**src/rtl/ecpu_ifetch.sv**
```systemverilog
// Instruction-fetch stage: owns the PC, captures the ROM word into a one-entry
// instruction register and hands it to execute over a valid/ready handshake.
module ecpu_ifetch #(
  parameter int                ADDR_W   = 8,
  parameter int                INST_W   = 42,
  parameter logic [4:0]        EXIT_OP  = 5'b11111,
  parameter logic [ADDR_W-1:0] RESET_PC = '0
) (
  input  logic              clk,
  input  logic              rst_n,
  output logic [ADDR_W-1:0] rom_addr,
  input  logic [INST_W-1:0] rom_data,
  output logic              inst_valid,
  input  logic              inst_ready,
  output logic [ADDR_W-1:0] inst_pc,
  output logic              op_src_imm,
  output logic [4:0]        op_code,
  output logic [7:0]        op_jtarget,
  output logic [2:0]        op_dst,
  output logic              op_flag,
  output logic [23:0]       op_imm,
  input  logic              jmp_en,
  input  logic [ADDR_W-1:0] jmp_addr,
  output logic              halted
);

  typedef enum logic {RUN, HALTED} state_t;

  state_t              state, state_nxt;
  logic [ADDR_W-1:0]   pc_p0;
  logic [INST_W-1:0]   ir_p1;
  logic [ADDR_W-1:0]   pc_p1;
  logic                vld_p1;
  logic                run;
  logic                take;
  logic                exit_take;
  logic                fetch_en;

  always_ff @(posedge clk) begin
    if (!rst_n) state <= RUN;
    else        state <= state_nxt;
  end

  always_comb begin
    state_nxt = state;
    if (exit_take) state_nxt = HALTED;
  end

  // Redirect beats both the handshake and an EXIT acceptance in the same cycle.
  always_comb begin
    run       = (state == RUN);
    halted    = (state == HALTED);
    take      = vld_p1 && inst_ready;
    exit_take = run && !jmp_en && take && (op_code == EXIT_OP);
    fetch_en  = run && !jmp_en && (!vld_p1 || inst_ready) && !exit_take;
  end

  // Stage p0 -> p1: PC drives the ROM, the returned word lands in the IR.
  always_ff @(posedge clk) begin
    if (!rst_n) begin
      pc_p0  <= RESET_PC;
      ir_p1  <= '0;
      pc_p1  <= '0;
      vld_p1 <= 1'b0;
    end else if (run) begin
      if (jmp_en) begin
        pc_p0  <= jmp_addr;
        vld_p1 <= 1'b0;
      end else if (exit_take) begin
        vld_p1 <= 1'b0;
      end else if (fetch_en) begin
        ir_p1  <= rom_data;
        pc_p1  <= pc_p0;
        vld_p1 <= 1'b1;
        pc_p0  <= pc_p0 + ADDR_W'(1);
      end
    end
  end

  assign rom_addr   = pc_p0;
  assign inst_valid = vld_p1;
  assign inst_pc    = pc_p1;
  assign op_src_imm = ir_p1[41];
  assign op_code    = ir_p1[40:36];
  assign op_jtarget = ir_p1[35:28];
  assign op_dst     = ir_p1[27:25];
  assign op_flag    = ir_p1[24];
  assign op_imm     = ir_p1[23:0];

endmodule

```
**config.mk**
```make
export PLATFORM = sky130hd
export DESIGN_NAME = ecpu_ifetch
export DESIGN_NICKNAME = d
export VERILOG_FILES = /design/src/rtl/ecpu_ifetch.sv
export SDC_FILE = /design/constraint.sdc
export NUM_CORES = 1
export LEC_CHECK = 0
export CAP_MARGIN = 10
export CORE_MARGIN = 5
export CORE_UTILIZATION = 35
export DETAILED_ROUTE_END_ITERATION = 8
export GPL_TIMING_DRIVEN = 0
export HOLD_SLACK_MARGIN = 0.12
export PLACE_DENSITY = 0.68
export SLEW_MARGIN = 15
export SYNTH_ARGS = -nofsm -noshare
export SYNTH_HDL_FRONTEND = slang
export SYNTH_SLANG_ARGS = --single-unit
export TNS_END_PERCENT = 5
```
**constraint.sdc**
```tcl
create_clock -name clk -period 1.6 [get_ports clk]
set_input_delay 0.16 -clock clk [delete_from_list [all_inputs] [get_ports clk]]
set_output_delay 0.16 -clock clk [all_outputs]
set_load 0.01 [all_outputs]
```
* Word level (Yosys, flattened, before mapping)
Index checks and enable logic that the tools add are counted. Widths: inputs -> output; s select.
Storage, ports and cells: register bits after elaboration 60, bits in latches 0, bits in writable memories 0, memory bits (read-only) 0, input port bits 54, output and inout bits 60, word-level logic and storage cells 32, memories 0
Cells by class: $add $sub $neg 1, $mul 0, div/mod/pow operators 0, $lt $le $gt $ge 0, equal/unequal tests 2, shift operators 0, multiplexer cells 6, bitwise operators 3, reductions and logical operators 15
Operators with widths (number):
- $mux 8 | 3
- $add 8x1->8 const B | 1
- $logic_and 1x1->1 | 6
- $eq 5x5->1 const B | 1
- $reduce_and 4->1 | 1
- $logic_not 1->1 | 3
- $mux 1 | 3
- $not 1->1 | 3
- $reduce_and 3->1 | 1
- $reduce_bool 3->1 | 1
- $ne 2x2->1 const B | 1
- $reduce_and 2->1 | 1
- $reduce_bool 2->1 | 1
- $logic_or 1x1->1 | 1

* Depth between registers and ports, before layout
Gate-level depths: netlist of run 1.
depth in word-level cells 9, mapped depth 6, mapped depth without buffers 4

* Worst setup path before layout of run 1
Ideal clock, no wire load.
kind register -> register, start point register vld_p1, in the netlist inst_valid, end point register ir_p1[10], library setup time 132 ps, data arrival time 1296 ps, data required time 1468 ps, slack 172 ps, cell stages (with the launch flop) 7, path through dfxtp_1 -> nand4_2 -> o211a_1 -> buf_4 -> buf_4 -> nand2_1 -> a21oi_1
Between the ends: longest elaborated chain between the ends 6, elaborated cells between the ends (all ways) 10
Ends and longest elaborated chain:
- start: declaration | line 33 | logic vld_p1;
- start signal: assignment | line 64 | vld_p1 <= 1'b0;
- start signal: assignment | line 68 | vld_p1 <= 1'b0;
- start signal: assignment | line 70 | vld_p1 <= 1'b0;
- $logic_and 1x1->1 | line 53 | take = vld_p1 && inst_ready;
- $logic_and 1x1->1 (2 in series) | line 54 | exit_take = run && !jmp_en && take && (op_code == EXIT_OP);
- $logic_not 1->1 | line 55 | fetch_en = run && !jmp_en && (!vld_p1 || inst_ready) && !exit_take;
- $logic_and 1x1->1 | line 55
- $reduce_and 4->1 (no source line) *
- end signal: assignment | line 72 | ir_p1 <= rom_data;
- end: declaration | line 31 | logic [INST_W-1:0] ir_p1;
Mark *: on every way between the ends. The rest lies on a longest branch, timed or not. A chain may end at the register's enable or synchronous reset.

* Final worst setup path of run 1
start point register state, in the netlist halted, end point output port halted
RTL lines:
- start: declaration | line 29 | state_t state, state_nxt;
- start signal: assignment | line 41 | else state <= state_nxt;
- end: declaration | line 24 | output logic halted
No word-level cell between the ends.

==> metrics.md, run 1 <==
| Metric | Value |
|---|---|
| Multi-input logic area | `1070 sq um` |
| Routed Antenna Nets | `0` |
| Grt total ovfl | `0` |
| Die Width | `92.0 microns` |
| Largest family of logic cells by synthesized area | `simple AND/OR/NAND/NOR gates` |
| Buffers & Inverters on Critical Path | `1` |
| GRT Util Overall | `0.162` |
| Crit path from | `halted` |
| Total chip power | `3380 uW` |
| Synth top area share | `0.510` |
| Relative slew slack | `0.699` |
| Worst reg-to-reg path cell count | `6` |
| CTS tree | `done` |
| Max-cap violations | `0` |
| Mux share of post-synthesis cell area | `0.00903` |
| First-iteration detailed-routing DRC count | `114` |
| # clock sinks | `60` |
| Final Hold Fails | `0` |
| Crit path kind | `reg -> out` |
| Pwr dens | `893 nW/um^2` |
| Comb power frac | `0.175` |
| Clock root cell | `clkbuf_8` |
| CTS Hold Bufs | `0` |
| Die area | `8470 sq um` |
| Worst Hold Launch | `jmp_en` |
| Post-Synth XOR/XNOR Area | `0` |
| I/O Pins | `114` |
| Clock Path Buffers | `2` |
| CP Cell Sequence | `clkdlybuf4s50_1` |
| Avg Cell Area, Syn | `8.06 sq um` |
| R2r setup slk | `110 ps` |
| Worst-Margin Slew | `452 ps` |
| RSZ-0062 raised after global routing | `no` |
| Area growth, synth to finish | `60.6%` |
| Seq/Total Area, Yosys | `0.510` |
| Fin Hold WS | `360 ps` |
| Tmin final | `1520 ps` |
| Initial antenna violation count | `0` |
| Crit start category | `register` |
| Cell variety after synth | `35` |
| Vias in the first global route | `2,308` |
| Clock Power Share | `0.336` |
| Share of layout cells above drive strength 1 | `0.103` |
| Endpoint, Worst Hold | `inst_valid` |
| Number of remaining DRC errors | `0` |
| Largest vdd supply drop | `0.661 mV` |
| Nets | `471` |
| Reg clk slew, reported paths | `60 ps` |
| HPWL Detailed | `4990 microns` |
| Post-CTS Setup Bufs | `0` |
| Antenna cells | `0` |
| DR WL/cell | `13.8 microns` |
| Syn Nets | `347` |
| Switch share | `0.258` |
| Post-route cell area | `3780 sq um` |
| Worst-skew pair later-pin latency | `330 ps` |
| Critical path endpoint category | `output pin` |
| Max Clock Skew | `4.91 ps` |
| Leak | `0.00143 uW` |
| Synthesis warning total | `0` |
| Input/output buffers | `113` |
| Hold Crit Depth | `4` |
| Compound-Gate Fraction of Synth Area | `0.204` |
| CP top delay family | `buffers and inverters` |
| Synth top area cells | `dfxtp_1 (51%), nand2_1 (17%), a21oi_1 (12%)` |
| Final Cycle Share | `0.948` |
| Cts bufs inserted | `9` |
| FF+latch area | `1210 sq um` |
| Status | `completed` |
| Synth Instances | `292` |
| Worst path arrival time | `1360 ps` |
| Critical Path Max Stage Delay | `600 ps` |
| HP Class | `in -> reg` |
| Pre-Repair DR Iteration Count | `5` |
| Routed via count | `2,444` |
| Required @ worst endpoint | `1440 ps` |
| Rows | `29` |
| Net Sw Power | `873 uW` |
| Initial Util | `0.365` |
| RD Place Congestion | `0.790` |
| Cell Area, Placed | `3580 sq um` |
| Die Span Y | `92.0 microns` |
| Routed vias/inst | `4.93` |
| Pin count of the biggest net entering global routing | `11` |
| Fill count | `611` |
| Synth Area in Adders | `0.00531` |
| Internal | `2510 uW` |
| Syn Std Cell Area | `2350 sq um` |
| Synth area leader | `dfxtp_1` |
| Core area | `6460 sq um` |
| Slowest-stage cell, CP | `clkdlybuf4s50_1` |
| Launching point of the worst reg2reg path | `ir_p1[40]` |
| First-pass GRT wire length | `11,000 microns` |
| Pre-CTS setup slack | `-337 ps` |
| Crit path max fanout | `4` |
| Final WS setup | `82.4 ps` |
| Max H-tree Level | `3` |
| Simple-Gate Fraction of Synth Area | `0.223` |
| Count of final max-slew check failures | `0` |
| R2r endpoint | `ir_p1[11]` |
| Fmax | `0.659 GHz` |
| Register bit total from synthesis | `60` |
| Setup Viol. Count Final | `0` |
| Sequential share of power | `0.489` |
| Routed wire length | `6860 microns` |
flip-flops by register name (all words and copies together), names as in the netlist:
| register | count |
|---|---|
| halted | 1 |
| inst_pc | 8 |
| inst_valid | 1 |
| ir_p1 | 42 |
| rom_addr | 8 |
cells in the mapped netlist:
cell type  instances
nor3b_1            2
a31oi_1            5
o31ai_4            1
or4_1              1
o221a_1            1
buf_4              5
nor2_1             5
o21ai_0            4
nor2_2             1
or2_2              1
nand4_1            1
nand2_1          104
nor3_1             2
nand4_2            1
a32oi_1            2
ha_1               1
clkbuf_1           9
and4_1             1
dfxtp_1           60
o211ai_2           1
mux2_2             1
and3_1             1
o31ai_1            5
nand3_1            2
buf_2              7
or3_1              2
o311ai_0           3
and2_1             1
o311ai_1           1
mux2i_1            1
nand2b_2           1
o211a_1            1
a211o_1            1
a21oi_1           55
inv_1              2
per-layer routing:
metal,global-route usage,vias to the layer above,share of wire
met5,0,-,0
met3,0.0925,7,0.12
met4,0.0371,0,0.0092
li1,-,1239,-
met2,0.252,93,0.44
met1,0.194,1105,0.43
how the worst max path moves through the flow:
stage                     depth (start not counted)     endpoint  slack [ps]
after global routing                              6     ir_p1[7]          10
after floorplan                                   6    ir_p1[10]         170
after CTS                                         1  rom_addr[1]         0.1
after global placement                            5  rom_addr[1]        -340
final                                             1       halted          80
after detailed placement                          5     ir_p1[0]        -340
power by group through the flow:
| stage | logic, uW | clock network, uW | registers (uW) |
|---|---|---|---|
| 5_1_grt | 648 | 1240 | 1660 |
| 6_report | 591 | 1140 | 1650 |
| 2_1_floorplan | 193 | 0 | 1710 |
| 3_5_place_dp | 591 | 0 | 1680 |
| 4_1_cts | 595 | 1180 | 1650 |
| 3_3_place_gp | 588 | 0 | 1680 |
cells by family after synthesis:
group	count (synthesis)
AO/OA/AOI/OAI	80
AND/OR/NAND/NOR	126
buffers and inverters	23
multiplexers	2
adder cells (fa/ha/maj)	1
flip-flops	60
timing repair:
action                                  4_1_cts  5_1_grt
gates resized for setup                       1       19
endpoints found under the setup margin        1       57
hold endpoints to repair                      0        0
worst reg2reg max path, stage by stage, from the launching register on:
cell and delay (ps):
dfxtp_1 400, nand4_4 170, o211a_1 310, buf_4 190, buf_4 170, nand2_1 70
a21oi_1 60
per-stage QoR:
step           utilization  TNS, ps  instances
3_3_place_gp         0.555   -14780        482
5_1_grt              0.585        0        496
6_report             0.585        0        496
3_5_place_dp         0.555   -14440        482
4_1_cts              0.579        0        496
2_1_floorplan            -        0        292
area by class of cell:
| type | instances | share of cell area |
|---|---|---|
| Buffer | 21 | 0.0298 |
| Clock buffer | 11 | 0.0374 |
| Clock inverter | 3 | 0.00397 |
| Inverter | 2 | 0.00199 |
| Multi-Input combinational cell | 209 | 0.282 |
| Sequential cell | 60 | 0.319 |
| Tap cell | 77 | 0.0255 |
| Timing Repair Buffer | 113 | 0.300 |
cell usage in the layout (no fill, tap or decap), drive strengths merged, types with 2 or more instances in the layout:
master	netlist	final
a21oi	55	55
a31oi	5	5
a32oi	2	2
buf	12	12
clkbuf	9	20
clkdlybuf4s50	0	112
clkinv	0	3
dfxtp	60	60
inv	2	2
nand2	104	104
nand3	2	2
nand4	2	2
nor2	6	6
nor3	2	2
nor3b	2	2
o21ai	4	4
o311ai	4	4
o31ai	6	6
or3	2	2
No activity file was read; power rests on OpenSTA's default activity.
==> run 2, diff against run 1 <==
--- a/config.mk
+++ b/config.mk
@@ -6,7 +6,7 @@
 export NUM_CORES = 1
 export LEC_CHECK = 0
 export CAP_MARGIN = 10
-export CORE_MARGIN = 5
+export CORE_MARGIN = 10
 export CORE_UTILIZATION = 35
 export DETAILED_ROUTE_END_ITERATION = 8
 export GPL_TIMING_DRIVEN = 0
==> constraint.sdc (replaced) <==
create_clock -name clk -period 1.8 [get_ports clk]
set_input_delay 0.18 -clock clk [delete_from_list [all_inputs] [get_ports clk]]
set_output_delay 0.18 -clock clk [all_outputs]
set_load 0.01 [all_outputs]
==> metrics.md, run 2 (synthesis gave the netlist of run 1 again) <==
| Metric | Value |
|---|---|
| Status | `completed` |
| Critical path endpoint category | `register` |
| Tmin final | `1650 ps` |
| Setup TNS | `0 ps` |
| CTS tree | `done` |
| Post-CTS Setup Bufs | `0` |
| CTS Hold Bufs | `0` |
| I/O Pins | `114` |
| Area growth, synth to finish | `60.2%` |
| Crit path kind | `in -> reg` |
| Final Hold Fails | `0` |
| Crit path max fanout | `10` |
| Initial antenna violation count | `0` |
| Crit-path most repeated cell | `clkbuf_1` |
| Clock Path Buffers | `2` |
| RD Place Congestion | `0.824` |
| Pre-Repair DR Iteration Count | `4` |
| Max FFs per register | `42` |
| Grt total ovfl | `0` |
| Die area | `10,400 sq um` |
| Most frequent cells in the layout | `clkdlybuf4s50_1 (113), nand2_1 (104), dfxtp_1 (60)` |
| Worst path arrival time | `1840 ps` |
| Nets | `471` |
| Antenna cells | `0` |
| Die Width | `102 microns` |
| Fmax | `0.606 GHz` |
| Initial Util | `0.365` |
| Max H-tree Level | `3` |
| DR WL/cell | `15.1 microns` |
| Most common library cell in the layout ignoring fill and taps | `clkdlybuf4s50_1` |
| Post-cts repair resize count | `0` |
| Worst-skew pair later-pin latency | `330 ps` |
| Leak | `0.00142 uW` |
| Setup Viol. Count Final | `0` |
| Pwr dens | `843 nW/um^2` |
| Crit start category | `input pin` |
| HPWL Detailed | `5530 microns` |
| Pre-CTS setup slack | `-182 ps` |
| CP Cell Sequence | `clkdlybuf4s50_1 -> inv_1 -> clkbuf_1 -> clkbuf_1 -> a21oi_1` |
| Vias in the first global route | `2,412` |
| # clock sinks | `60` |
| RSZ-0062 raised after global routing | `no` |
| First-iteration detailed-routing DRC count | `109` |
| Worst-Margin Slew | `514 ps` |
| Final Cycle Share | `0.917` |
| Rows | `29` |
| Share of layout cells above drive strength 1 | `0.0764` |
| Max Clock Skew | `6.08 ps` |
| First-pass GRT wire length | `12,000 microns` |
| Routed Antenna Nets | `0` |
| Core area | `6460 sq um` |
| Final WS setup | `150 ps` |
| Largest reg by FF count | `ir_p1` |
| Routed wire length | `7470 microns` |
| Required @ worst endpoint | `1990 ps` |
| Cts bufs inserted | `9` |
| Routed vias/inst | `4.87` |
| Largest vdd supply drop | `0.533 mV` |
| Reg clk slew, reported paths | `70 ps` |
| Clock root cell | `clkbuf_8` |
| Pin count of the biggest net entering global routing | `11` |
| Input/output buffers | `113` |
| Slowest-stage cell, CP | `clkdlybuf4s50_1` |
| Relative slew slack | `0.657` |
| Routed via count | `2,414` |
| Number of remaining DRC errors | `0` |
| Count of final max-slew check failures | `0` |
| GRT Util Overall | `0.144` |
| Critical Path Max Stage Delay | `560 ps` |
| Die Span Y | `102 microns` |
| Max-cap violations | `0` |
| HP Class | `in -> reg` |
[run 2: changes by cell type in the layout (fill, tap and decap cells not counted), sizes merged]
cell | previous run | this run
clkbuf | 20 | 21
clkdlybuf4s50 | 112 | 113
clkinv | 3 | 1
dlymetal6s2s | 1 | 0
bufinv | 0 | 1
[run 2: final cells by class]
cell class	instances	area [sq um]
plain buffers	21	106
clock inverters	2	35.0
well taps	77	96.3
repair buffers	113	1130
fillers	628	2690
flip-flops and latches	60	1200
multi-input cells	209	1040
inverters	2	7.51
clock buffers	12	155
[run 2: per-stage QoR]
stage	utilization	hold slack, ps	cell area [sq um]	power, uW	std cells
CTS	0.584	375	3770	3230	496
finish	0.584	393	3770	3180	496
global placement	0.555	441	3580	2020	482
global route	0.584	387	3770	3340	496
detailed placement	0.555	446	3580	2030	482
floorplan	-	302	2350	1690	292
[run 2: critical path: cells and delay by family]
kind | cells | cell delay (ps)
buf+inv | 4 | 1560
compound gates | 1 | 90
[run 2: worst paths after layout]
check,from,endpoint,slack [ps],cells after the start
setup / recovery,rst_n,ir_p1[1],150,5
hold / removal,rom_data[35],ir_p1[35],390,3
setup reg to reg,ir_p1[36],ir_p1[6],260,6
hold reg to reg,ir_p1[8],ir_p1[8],450,2
[run 2: where the power goes]
group          internal, uW  switching [uW]  leakage [uW]  total [uW]
logic                   301             226      0.000824         527
registers              1410            57.8      0.000493        1460
clock network           698             492     0.0000983        1190
[run 2: layer usage]
layer | global-route usage | vias to the layer above | wire (microns)
li1 | - | 1235 | -
met4 | 0.0683 | 0 | 97
met5 | 0 | - | 0
met1 | 0.164 | 1081 | 3100
met3 | 0.0742 | 10 | 866
met2 | 0.219 | 88 | 3400
==> run 3, diff against run 2 <==
--- a/config.mk
+++ b/config.mk
@@ -5,6 +5,7 @@
 export SDC_FILE = /design/constraint.sdc
 export NUM_CORES = 1
 export LEC_CHECK = 0
+export ABC_AREA = 1
 export CAP_MARGIN = 10
 export CORE_MARGIN = 10
 export CORE_UTILIZATION = 35
==> metrics.md, run 3 <==
| Metric | Value |
|---|---|
| Count of final max-slew check failures | `0` |
| Seq/Total Area, Yosys | `0.508` |
| Setup Viol. Count Final | `0` |
| Critical Path Max Stage Delay | `580 ps` |
| Max FFs per register | `42` |
| Number of remaining DRC errors | `0` |
| Reg clk slew, reported paths | `70 ps` |
| Synth top area share | `0.508` |
| HPWL Detailed | `5740 microns` |
| RSZ-0062 raised after global routing | `no` |
| Clock root cell | `clkbuf_8` |
| Setup TNS | `0 ps` |
| Leak | `0.00155 uW` |
| Rows | `29` |
| Initial Util | `0.366` |
| Critical path endpoint category | `output pin` |
| Input/output buffers | `112` |
| Register bit total from synthesis | `60` |
| First-pass GRT wire length | `11,500 microns` |
| Cts bufs inserted | `9` |
| Routed via count | `2,400` |
| WL met1 | `3060 microns` |
| Tmin final | `1520 ps` |
| Pre-CTS setup slack | `50.5 ps` |
| Share of layout cells above drive strength 1 | `0.0726` |
| Final WS setup | `280 ps` |
| Largest vdd supply drop | `0.631 mV` |
| Slowest-stage cell, CP | `clkdlybuf4s50_1` |
| Syn Nets | `368` |
| RD Place Congestion | `0.834` |
| DR WL/cell | `14.1 microns` |
| Synth area leader | `dfxtp_1` |
| Required @ worst endpoint | `1620 ps` |
| CTS Hold Bufs | `0` |
| Final Cycle Share | `0.844` |
| CP top delay family | `buffers and inverters` |
| Most frequent cells in the layout | `clkdlybuf4s50_1 (112), nor2_1 (91), dfxtp_1 (60)` |
| DR WL met2 | `3240 microns` |
| Max H-tree Level | `3` |
| Pre-Repair DR Iteration Count | `4` |
| Max Clock Skew | `6.47 ps` |
| Post-CTS Setup Bufs | `0` |
| Cell variety after synth | `22` |
| First-iteration detailed-routing DRC count | `78` |
| Avg Cell Area, Syn | `7.55 sq um` |
| CP Cell Sequence | `clkdlybuf4s50_1` |
| Most frequent cell after synthesis | `nor2_1` |
| Worst-skew pair later-pin latency | `330 ps` |
| Status | `completed` |
| Multi-input logic area | `978 sq um` |
| Routed vias/inst | `4.63` |
| Die Width | `102 microns` |
| GRT Util Overall | `0.139` |
| Top layer in use | `met4` |
| FF+latch area | `1200 sq um` |
| Initial antenna violation count | `0` |
| Post-cts repair resize count | `0` |
| CTS tree | `done` |
| HP Class | `in -> reg` |
| Fill count | `629` |
| Max-cap violations | `0` |
| Core area | `6460 sq um` |
| Nets | `491` |
| Largest reg by FF count | `ir_p1` |
| Routed wire length | `7300 microns` |
| Synth top area cells | `dfxtp_1 (51%), nor2_1 (14%), o21ai_0 (10%)` |
| Buffers & Inverters on Critical Path | `1` |
| Worst path arrival time | `1340 ps` |
| Top_reg_cell synth | `dfxtp_1` |
| Clock Path Buffers | `2` |
| Grt total ovfl | `0` |
| Routed Antenna Nets | `0` |
| Synthesis warning total | `0` |
| I/O Pins | `114` |
| Worst-Margin Slew | `484 ps` |
| EDFF count, synth | `0` |
| Fmax | `0.658 GHz` |
| Antenna cells | `0` |
| DR WL met3 | `928 microns` |
| Final Hold Fails | `0` |
| Area growth, synth to finish | `60.7%` |
| Crit path kind | `reg -> out` |
| Relative slew slack | `0.677` |
| Most common library cell in the layout ignoring fill and taps | `clkdlybuf4s50_1` |
| Crit start category | `register` |
| Post-synth top cells | `nor2_1 (91), dfxtp_1 (60), o21ai_0 (49)` |
| Vias in the first global route | `2,435` |
| Syn Std Cell Area | `2360 sq um` |
| Synth Instances | `313` |
| Die area | `10,400 sq um` |
| Crit path max fanout | `6` |
| Pwr dens | `921 nW/um^2` |
| # clock sinks | `60` |
| Post-synth ARST share | `0` |
| Die Span Y | `102 microns` |
| Pin count of the biggest net entering global routing | `11` |
==> run 3: report_power, final <==
part / leakage (uW) / total (uW) / switching, uW / internal, uW
clock: 0.000107 / 1320 / 507 / 816
combinational: 0.000945 / 669 / 290 / 379
sequential: 0.000498 / 1510 / 68.3 / 1440
total: 0.00155 / 3500 / 866 / 2630
==> run 3: worst paths after layout <==
check	from	endpoint	slack, ps	depth (start not counted)
max	rom_addr[5]	rom_addr[5]	280	1
min	rst_n	rom_addr[0]	320	3
max reg2reg	halted	ir_p1[9]	340	6
min reg2reg	ir_p1[33]	ir_p1[33]	480	2
==> run 3: final cells by class <==
class | count | area share
Inverter | 16 | 0.0171
Multi-Input combinational cell | 220 | 0.258
Buffer | 17 | 0.0313
Tap cell | 77 | 0.0254
Timing Repair Buffer | 112 | 0.295
Clock inverter | 4 | 0.0191
Clock buffer | 12 | 0.0382
Sequential cell | 60 | 0.316
==> run 3: per-stage QoR <==
step	instances	hold slack [ps]	instance area (sq um)	utilization	total power (uW)
6_report	518	317	3800	0.588	3500
5_1_grt	518	372	3800	0.588	3690
4_1_cts	518	322	3800	0.588	3560
3_5_place_dp	502	471	3580	0.554	2220
3_3_place_gp	502	462	3580	0.554	2210
2_1_floorplan	313	311	2360	-	1810
==> run 3: logic make-up (layout without fill, tap and decap cells) <==
kind of cell             after synthesis  count (layout)  synth area share
buffers and inverters                 33             161            0.0778
adder cells (fa/ha/maj)                1               1           0.00529
flip-flops                            60              60             0.508
AND/OR/NAND/NOR                      139             139             0.233
AO/OA/AOI/OAI                         80              80             0.175
==> run 3: layer usage <==
metal | GRT usage | vias to the layer above
met1 | 0.153 | 1049
met5 | 0 | -
met3 | 0.0884 | 9
met4 | 0.0315 | 0
met2 | 0.221 | 88
li1 | - | 1254
